<file path="src/rtl/issue_queue_param.sv">
// issue_queue_param
//
// Age-ordered issue queue holding up to DEPTH dispatched instructions. Each
// entry has two source operands that are woken from NUM_CDB common-data-bus
// ports. Each cycle the oldest ready entry is offered to one execution unit.
// When it is accepted, the younger entries shift down by one slot, so slot 0
// always holds the oldest instruction.
//
// Handshake semantics (both interfaces): a transfer happens on a rising edge
// where valid && ready are both high. disp_ready is registered-only
// (!queue_full). issue_valid may change while issue_ready is low, because an
// older entry can become ready; the payload is not held stable.
//
// Ports:
//   clk, rst_n                  clock, asynchronous active-low reset
//   flush                       synchronous clear; wins over dispatch and issue
//   disp_*                      dispatch request: two operands plus payload
//   cdb_valid/cdb_tag/cdb_data  NUM_CDB broadcast ports, packed with port k at
//                               slice k
//   issue_*                     selected entry, zero when issue_valid is low
//   queue_full, queue_count     occupancy status, registered
module issue_queue_param #(
    parameter int DEPTH   = 4,
    parameter int TAG_W   = 6,
    parameter int DATA_W  = 32,
    parameter int CMN_W   = 16,
    parameter int NUM_CDB = 2,
    parameter int CNT_W   = $clog2(DEPTH + 1)
) (
    input  logic                      clk,
    input  logic                      rst_n,
    input  logic                      flush,
    input  logic                      disp_valid,
    output logic                      disp_ready,
    input  logic [TAG_W-1:0]          disp_rs1_tag,
    input  logic [TAG_W-1:0]          disp_rs2_tag,
    input  logic                      disp_rs1_dv,
    input  logic                      disp_rs2_dv,
    input  logic [DATA_W-1:0]         disp_rs1_data,
    input  logic [DATA_W-1:0]         disp_rs2_data,
    input  logic [CMN_W-1:0]          disp_cmn,
    input  logic [NUM_CDB-1:0]        cdb_valid,
    input  logic [NUM_CDB*TAG_W-1:0]  cdb_tag,
    input  logic [NUM_CDB*DATA_W-1:0] cdb_data,
    output logic                      issue_valid,
    input  logic                      issue_ready,
    output logic [DATA_W-1:0]         issue_rs1_data,
    output logic [DATA_W-1:0]         issue_rs2_data,
    output logic [CMN_W-1:0]          issue_cmn,
    output logic                      queue_full,
    output logic [CNT_W-1:0]          queue_count
);

    typedef struct packed {
        logic [TAG_W-1:0]  tag;
        logic              dv;
        logic [DATA_W-1:0] data;
    } operand_t;

    typedef struct packed {
        logic             vld;
        operand_t         rs1;
        operand_t         rs2;
        logic [CMN_W-1:0] cmn;
    } entry_t;

    localparam logic [CNT_W-1:0] CNT_ONE   = CNT_W'(1);
    localparam logic [CNT_W-1:0] CNT_DEPTH = CNT_W'(DEPTH);

    entry_t           q     [DEPTH];
    entry_t           q_nxt [DEPTH];
    // One extra always-empty slot so the shift of the top slot needs no
    // special case: it pulls in a cleared entry.
    entry_t           woke  [DEPTH+1];
    entry_t           disp_ent;
    logic [CNT_W-1:0] count;
    logic [CNT_W-1:0] count_nxt;
    logic [CNT_W-1:0] wr_idx;
    logic [CNT_W-1:0] sel;
    logic [DEPTH-1:0] ready;
    logic             any_ready;
    logic             fire;
    logic             accept;

    // Captures data from the lowest-numbered matching port. Operands that
    // already hold data are never overwritten.
    function automatic operand_t wake_op(
        input operand_t                  op,
        input logic [NUM_CDB-1:0]        v,
        input logic [NUM_CDB*TAG_W-1:0]  t,
        input logic [NUM_CDB*DATA_W-1:0] d
    );
        operand_t res;
        logic     hit;
        res = op;
        hit = 1'b0;
        for (int k = 0; k < NUM_CDB; k++) begin
            if (!op.dv && !hit && v[k] && (t[k*TAG_W +: TAG_W] == op.tag)) begin
                res.dv   = 1'b1;
                res.data = d[k*DATA_W +: DATA_W];
                hit      = 1'b1;
            end
        end
        return res;
    endfunction

    assign queue_full  = (count == CNT_DEPTH);
    assign disp_ready  = !queue_full;
    assign queue_count = count;

    // Readiness comes from registered state only. There is no same-cycle
    // path from the CDB to issue.
    always_comb begin
        ready = '0;
        for (int i = 0; i < DEPTH; i++) begin
            ready[i] = q[i].vld & q[i].rs1.dv & q[i].rs2.dv;
        end
    end

    always_comb begin
        sel       = '0;
        any_ready = 1'b0;
        for (int i = 0; i < DEPTH; i++) begin
            if (!any_ready && ready[i]) begin
                sel       = CNT_W'(i);
                any_ready = 1'b1;
            end
        end
    end

    assign issue_valid = any_ready & !flush;
    assign fire        = issue_valid & issue_ready;
    assign accept      = disp_valid & disp_ready & !flush;

    always_comb begin
        issue_rs1_data = '0;
        issue_rs2_data = '0;
        issue_cmn      = '0;
        for (int i = 0; i < DEPTH; i++) begin
            if (issue_valid && (CNT_W'(i) == sel)) begin
                issue_rs1_data = q[i].rs1.data;
                issue_rs2_data = q[i].rs2.data;
                issue_cmn      = q[i].cmn;
            end
        end
    end

    // Next-state calculation. Wakeup happens first. Compaction then moves the
    // woken contents, so data captured this cycle lands in the destination
    // slot. The new dispatch goes in after compaction, at the first free slot.
    always_comb begin
        woke[DEPTH] = '0;
        for (int j = 0; j < DEPTH; j++) begin
            woke[j] = q[j];
            if (q[j].vld) begin
                woke[j].rs1 = wake_op(q[j].rs1, cdb_valid, cdb_tag, cdb_data);
                woke[j].rs2 = wake_op(q[j].rs2, cdb_valid, cdb_tag, cdb_data);
            end
        end

        disp_ent          = '0;
        disp_ent.vld      = 1'b1;
        disp_ent.rs1.tag  = disp_rs1_tag;
        disp_ent.rs1.dv   = disp_rs1_dv;
        disp_ent.rs1.data = disp_rs1_dv ? disp_rs1_data : '0;
        disp_ent.rs2.tag  = disp_rs2_tag;
        disp_ent.rs2.dv   = disp_rs2_dv;
        disp_ent.rs2.data = disp_rs2_dv ? disp_rs2_data : '0;
        disp_ent.cmn      = disp_cmn;
        disp_ent.rs1      = wake_op(disp_ent.rs1, cdb_valid, cdb_tag, cdb_data);
        disp_ent.rs2      = wake_op(disp_ent.rs2, cdb_valid, cdb_tag, cdb_data);

        wr_idx = fire ? (count - CNT_ONE) : count;

        for (int j = 0; j < DEPTH; j++) begin
            if (fire && (CNT_W'(j) >= sel)) begin
                q_nxt[j] = woke[j+1];
            end else begin
                q_nxt[j] = woke[j];
            end
            if (accept && (CNT_W'(j) == wr_idx)) begin
                q_nxt[j] = disp_ent;
            end
            if (flush) begin
                q_nxt[j] = '0;
            end
        end

        count_nxt = count;
        if (accept) count_nxt = count_nxt + CNT_ONE;
        if (fire)   count_nxt = count_nxt - CNT_ONE;
        if (flush)  count_nxt = '0;
    end

    always_ff @(posedge clk or negedge rst_n) begin
        if (!rst_n) begin
            count <= '0;
            for (int j = 0; j < DEPTH; j++) begin
                q[j] <= '0;
            end
        end else begin
            count <= count_nxt;
            for (int j = 0; j < DEPTH; j++) begin
                q[j] <= q_nxt[j];
            end
        end
    end

endmodule
</file>
<file path="config.mk">
export PLATFORM = sky130hd
export DESIGN_NAME = issue_queue_param
export DESIGN_NICKNAME = d
export VERILOG_FILES = /design/src/rtl/issue_queue_param.sv
export SDC_FILE = /design/constraint.sdc
export NUM_CORES = 2
export LEC_CHECK = 0
export ABC_AREA = 0
export ABC_CLOCK_PERIOD_IN_PS = 4000
export CAP_MARGIN = 10
export CORE_MARGIN = 2
export CORE_UTILIZATION = 46
export DETAILED_ROUTE_END_ITERATION = 10
export PLACE_DENSITY_LB_ADDON = 0.25
export SKIP_CTS_REPAIR_TIMING = 1
export SLEW_MARGIN = 20
export SYNTH_ARGS = -nofsm -noshare
export SYNTH_HDL_FRONTEND = slang
export SYNTH_SLANG_ARGS = --single-unit
</file>
<file path="constraint.sdc">
create_clock -name clk -period 4 [get_ports clk]
set_clock_uncertainty 0.1 [all_clocks]
set_input_delay 0.8 -clock clk [delete_from_list [all_inputs] [get_ports clk]]
set_output_delay 0.8 -clock clk [all_outputs]
set_load 0.02 [all_outputs]
</file>
# After elaboration in Yosys (flattened, before gate mapping)
# Index checks and enable logic that the tools add are counted.
# classes
muxes	79
n_eq_ne	27
mul	0
n_div	0
magnitude_cmp	4
n_addsub	3
n_reduce_logical	101
bitwise_logic	12
shift	0
# ops
op	n
two-way mux 95 bit	12
two-way mux 33 bit	20
two-way mux 32 bit	10
two-way mux 72 bit	4
equality test 6 bit	20
logical AND 1 bit	65
two-way mux 16 bit	4
logical NOT 1 bit	25
two-way mux 1 bit	23
two-way mux 3 bit	6
AND 1 bit	12
equality test 2 x 3 -> 1 bit, first input constant	4
nonzero test 3 bit	4
nonzero test 5 bit	2
equality test 1 x 3 -> 1 bit, first input constant	2
greater-or-equal comparator 1 x 3 -> 1 bit, first input constant	2
greater-or-equal comparator 2 x 3 -> 1 bit, first input constant	2
logical NOT 3 bit	2
subtractor 3 x 1 -> 3 bit, second input constant	2
AND reduction 2 bit	2
nonzero test 4 bit	1
adder 3 x 1 -> 3 bit, second input constant	1
equality test 3 bit, second input constant	1
# totals
romBits	0
out_inout_bits	86
latchBits	0
register_bits	383
memories	0
ram_bits	0
inputBits	177

# Depth between registers and ports, before layout
# depth
word_depth	19
depth_mapped	11

# Worst setup path after synthesis
# OpenSTA, ideal clock, no wires.
# synth_path
kind	input to output
from	in flush
to	out issue_valid
arrival_time_ns	2.202
path_slack_ns	0.898
n_path_buf	5
path_stages	6
cell_sequence	buf_4 > clkbuf_1 > clkbuf_1 > clkbuf_1 > buf_1 > a31oi_1
# synth_between
elab_chain_len	2
# synth_rtl
item	line_no	text
start, declared	32	input logic flush,
logical NOT 1 bit	131	assign issue_valid = any_ready & !flush;
AND 1 bit	131	
end, declared	45	output logic issue_valid,
# Every way passes these cells.

# Final worst setup path
# layout_path
from	reg q[284] (netlist name)
to	out issue_rs1_data[1]
# layout_between
elab_chain_len	16
elab_cells_between_ends	26
# layout_rtl
item	line_no	text
start, declared	70	entry_t q [DEPTH];
start signal, assigned by index	204	q[j] <= q_nxt[j];
AND 1 bit * (2 in a row)	116	ready[i] = q[i].vld & q[i].rs1.dv & q[i].rs2.dv;
logical AND 1 bit *	124	if (!any_ready && ready[i]) begin
two-way mux 1 bit	124	
logical NOT 1 bit	124	
logical AND 1 bit	124	
two-way mux 1 bit	124	
logical NOT 1 bit	124	
logical AND 1 bit	124	
two-way mux 3 bit / two-way mux 1 bit (equally long branches)	124	
logical NOT 3 bit / AND 1 bit (equally long branches)	140, 131	
logical AND 1 bit	140	if (issue_valid && (CNT_W'(i) == sel)) begin
two-way mux 32 bit (3 in a row)	140	
two-way mux 32 bit *	140	
end, declared	47	output logic [DATA_W-1:0] issue_rs1_data,
# Mark *: on every way between the ends. The rest lies on a longest branch, timed or not.

==> impl_metrics.env <==
export IMPL_area_delta_synth_final_pct=20.0
export IMPL_n_fill_cell=5558
export IMPL_dp_cells=4366
export IMPL_dieArea_um2=63400
export IMPL_cp_max_fo=13
export IMPL_cts_made_buffers=47
export IMPL_timing_final_crit_share=0.995
export IMPL_hold_violations=0
export IMPL_critPathCaptureType="primary output"
export IMPL_grt_usage=0.392
export IMPL_place_congestion=0.949
export IMPL_design_core_area_um2=60600
export IMPL_initial_utilization=0.466
export IMPL_path_class="reg2out"
export IMPL_grt_pass1_wl_mm=190
export IMPL_cts_root_buffer="clkbuf_16"
export IMPL_grt_max_degree=82
export IMPL_vias_per_cell=7.15
export IMPL_synth_flop_cell="dfrtp_1"
export IMPL_wl_mm=129
export IMPL_grt_pass1_vias=30562
export IMPL_numClockSinks=383
export IMPL_fin_ws_ps=20.5
export IMPL_multi_input_area_um2=16400
export IMPL_drtIter0Drc=5834
export IMPL_final_cell_mix="nand2_1 (419), dfrtp_1 (380), nor2_1 (295)"
export IMPL_ys_seq_area_frac=0.339
export IMPL_clock_latency_ps=620
export IMPL_dr_pass1_iters=11
export IMPL_r2r_start="q[284]$_DFFE_PN0P_"
export IMPL_drc=9
export IMPL_max_freq_ghz=0.251
export IMPL_die_h_um=252
export IMPL_relSlewSlack=0.313
export IMPL_ys_top_cells_by_area="dfrtp_1 (34%), nand2_1 (5.6%), nand3_1 (4.2%)"
export IMPL_cts_path_max_buffers=3
export IMPL_ys_types=75
export IMPL_slew_violations=0
export IMPL_synth_edf_count=0
export IMPL_synth_top_area_frac=0.339
export IMPL_worstRegToRegCells=6
export IMPL_route_vias_total=31851
export IMPL_gr_total_overflow=0
export IMPL_power_density_nw_per_um2=306
export IMPL_regArea_um2=9600
export IMPL_p_leak_uw=0.0149
export IMPL_antenna_found_initial=1
export IMPL_final_core_util=0.560
export IMPL_violations="DRC"
export IMPL_period_needed_ps=3980
export IMPL_syn_area_per_cell_um2=7.88
export IMPL_antenna_left=0
export IMPL_cts_htree_levels=2
export IMPL_cts_tree="yes"
export IMPL_layout_drive_gt1_share=0.0850
export IMPL_path_clk_slew_ps=60
export IMPL_final_common_cell="nand2_1"
export IMPL_nets=3818
export IMPL_wire_per_inst_um=29.0
export IMPL_peakVddDrop_v=0.000285
export IMPL_syn_nets=3769
export IMPL_fp_dieW_um=252
export IMPL_final_cells=4456
export IMPL_worst_setup_path_start_kind="flip-flop"
export IMPL_critPathArrivalTime_ps=3080
export IMPL_yosysTopAreaCell="dfrtp_1"
export IMPL_min_path_type="in2async"
export IMPL_dpl_hpwl_mm=76.5
export IMPL_io_pins=263
export IMPL_tightest_slew_ps=1030
export IMPL_fin_hold_ws_ps=96.3
export IMPL_synth_area_um2=28300
export IMPL_num_rows=90
export IMPL_ys_ff_latch=383
export IMPL_io_buffers=262
export IMPL_pre_cts_slack_ps=234
export IMPL_reg2reg_slack_ps=830
export IMPL_async_reset_ff_frac=1.00
export IMPL_syn_inst=3588
export IMPL_yosys_warnings=0
export IMPL_r2r_end="q[215]$_DFF_PN0_"
export IMPL_status="finished, violations left"
export IMPL_cp_data_required_time_ps=3100
export IMPL_drv_cap=0
export IMPL_final_setup_viol_count=0
-- registers in the layout (all words and copies together), names as in the netlist --
| signal | flops |
|---|---|
| queue_count | 3 |
| q | 380 |
-- kinds of logic (layout without fill, tap and decap cells) --
group / count (synthesis) / after routing / share of synthesized area
other cells: 0 / 2 / 0
simple gates: 1328 / 1328 / 0.225
flops: 383 / 383 / 0.339
mux: 46 / 46 / 0.0164
xor+xnor: 122 / 122 / 0.0383
fa+ha+maj: 4 / 4 / 0.00177
compound gates: 1112 / 1112 / 0.292
buf+inv: 593 / 677 / 0.0875
-- how the worst max path moves through the flow --
stage | to | slack, ps | cells after the start | startpoint
global placement | q[332]$_DFFE_PN0P_ | 280 | 9 | cdb_tag[9]
floorplan | issue_valid | 900 | 6 | flush
global route | issue_cmn[5] | -40 | 9 | q[372]$_DFFE_PN0P_
detailed placement | q[347]$_DFFE_PN0P_ | 230 | 10 | issue_ready
finish | issue_rs1_data[1] | 20 | 9 | q[284]$_DFFE_PN0P_
CTS | issue_rs2_data[0] | -290 | 7 | q[372]$_DFFE_PN0P_
-- layout make-up --
cell class	instances	area share
Antenna cell	2	0.000148
Multi-Input combinational cell	2612	0.484
Clock inverter	8	0.00520
Sequential cell	383	0.283
Timing Repair Buffer	440	0.141
Inverter	153	0.0169
Tap cell	782	0.0289
Clock buffer	76	0.0409
-- metal layers --
| layer | up-vias | routed length (um) | global-route usage |
|---|---|---|---|
| met5 | - | 13 | 0 |
| met4 | 2 | 9220 | 0.243 |
| met3 | 671 | 19200 | 0.126 |
| met2 | 2859 | 54200 | 0.577 |
| met1 | 14930 | 46400 | 0.498 |
| li1 | 13389 | - | - |
-- report_power, final --
group | internal [uW] | total, uW | switching (uW) | leakage [uW]
sequential | 4040 | 4170 | 130 | 0.00524
clock | 2630 | 4490 | 1860 | 0.000754
combinational | 657 | 1720 | 1070 | 0.00893
-- metrics by stage --
stage / TNS [ps] / instance area (um^2) / power [uW]
after floorplan: 0 / 28300 / 5140
after global placement: 0 / 32100 / 5870
after detailed placement: 0 / 32100 / 5890
after CTS: -15010 / 33700 / 10300
after global routing: -457 / 33900 / 10600
final: 0 / 33900 / 10400
-- synth_stat cells, types with 78 or more instances --
library cell / count
nand2_1: 422
dfrtp_1: 383
nor2_1: 299
clkbuf_1: 278
nand3_1: 238
a21oi_1: 231
inv_1: 153
o21ai_0: 138
nand4_1: 111
buf_2: 94
nor3b_1: 87
a222oi_1: 80
xnor2_1: 78
-- critical path, stage by stage, from the launching register on --
cell and delay (ps):
dfrtp_4 490, nand3_1 190, and2_0 180, nand2_1 110, nor3_4 310, buf_4 210
buf_12 150, nand2_1 60, nand2_1 120, clkdlybuf4s50_1 630
(Power assumes the default switching activity.)
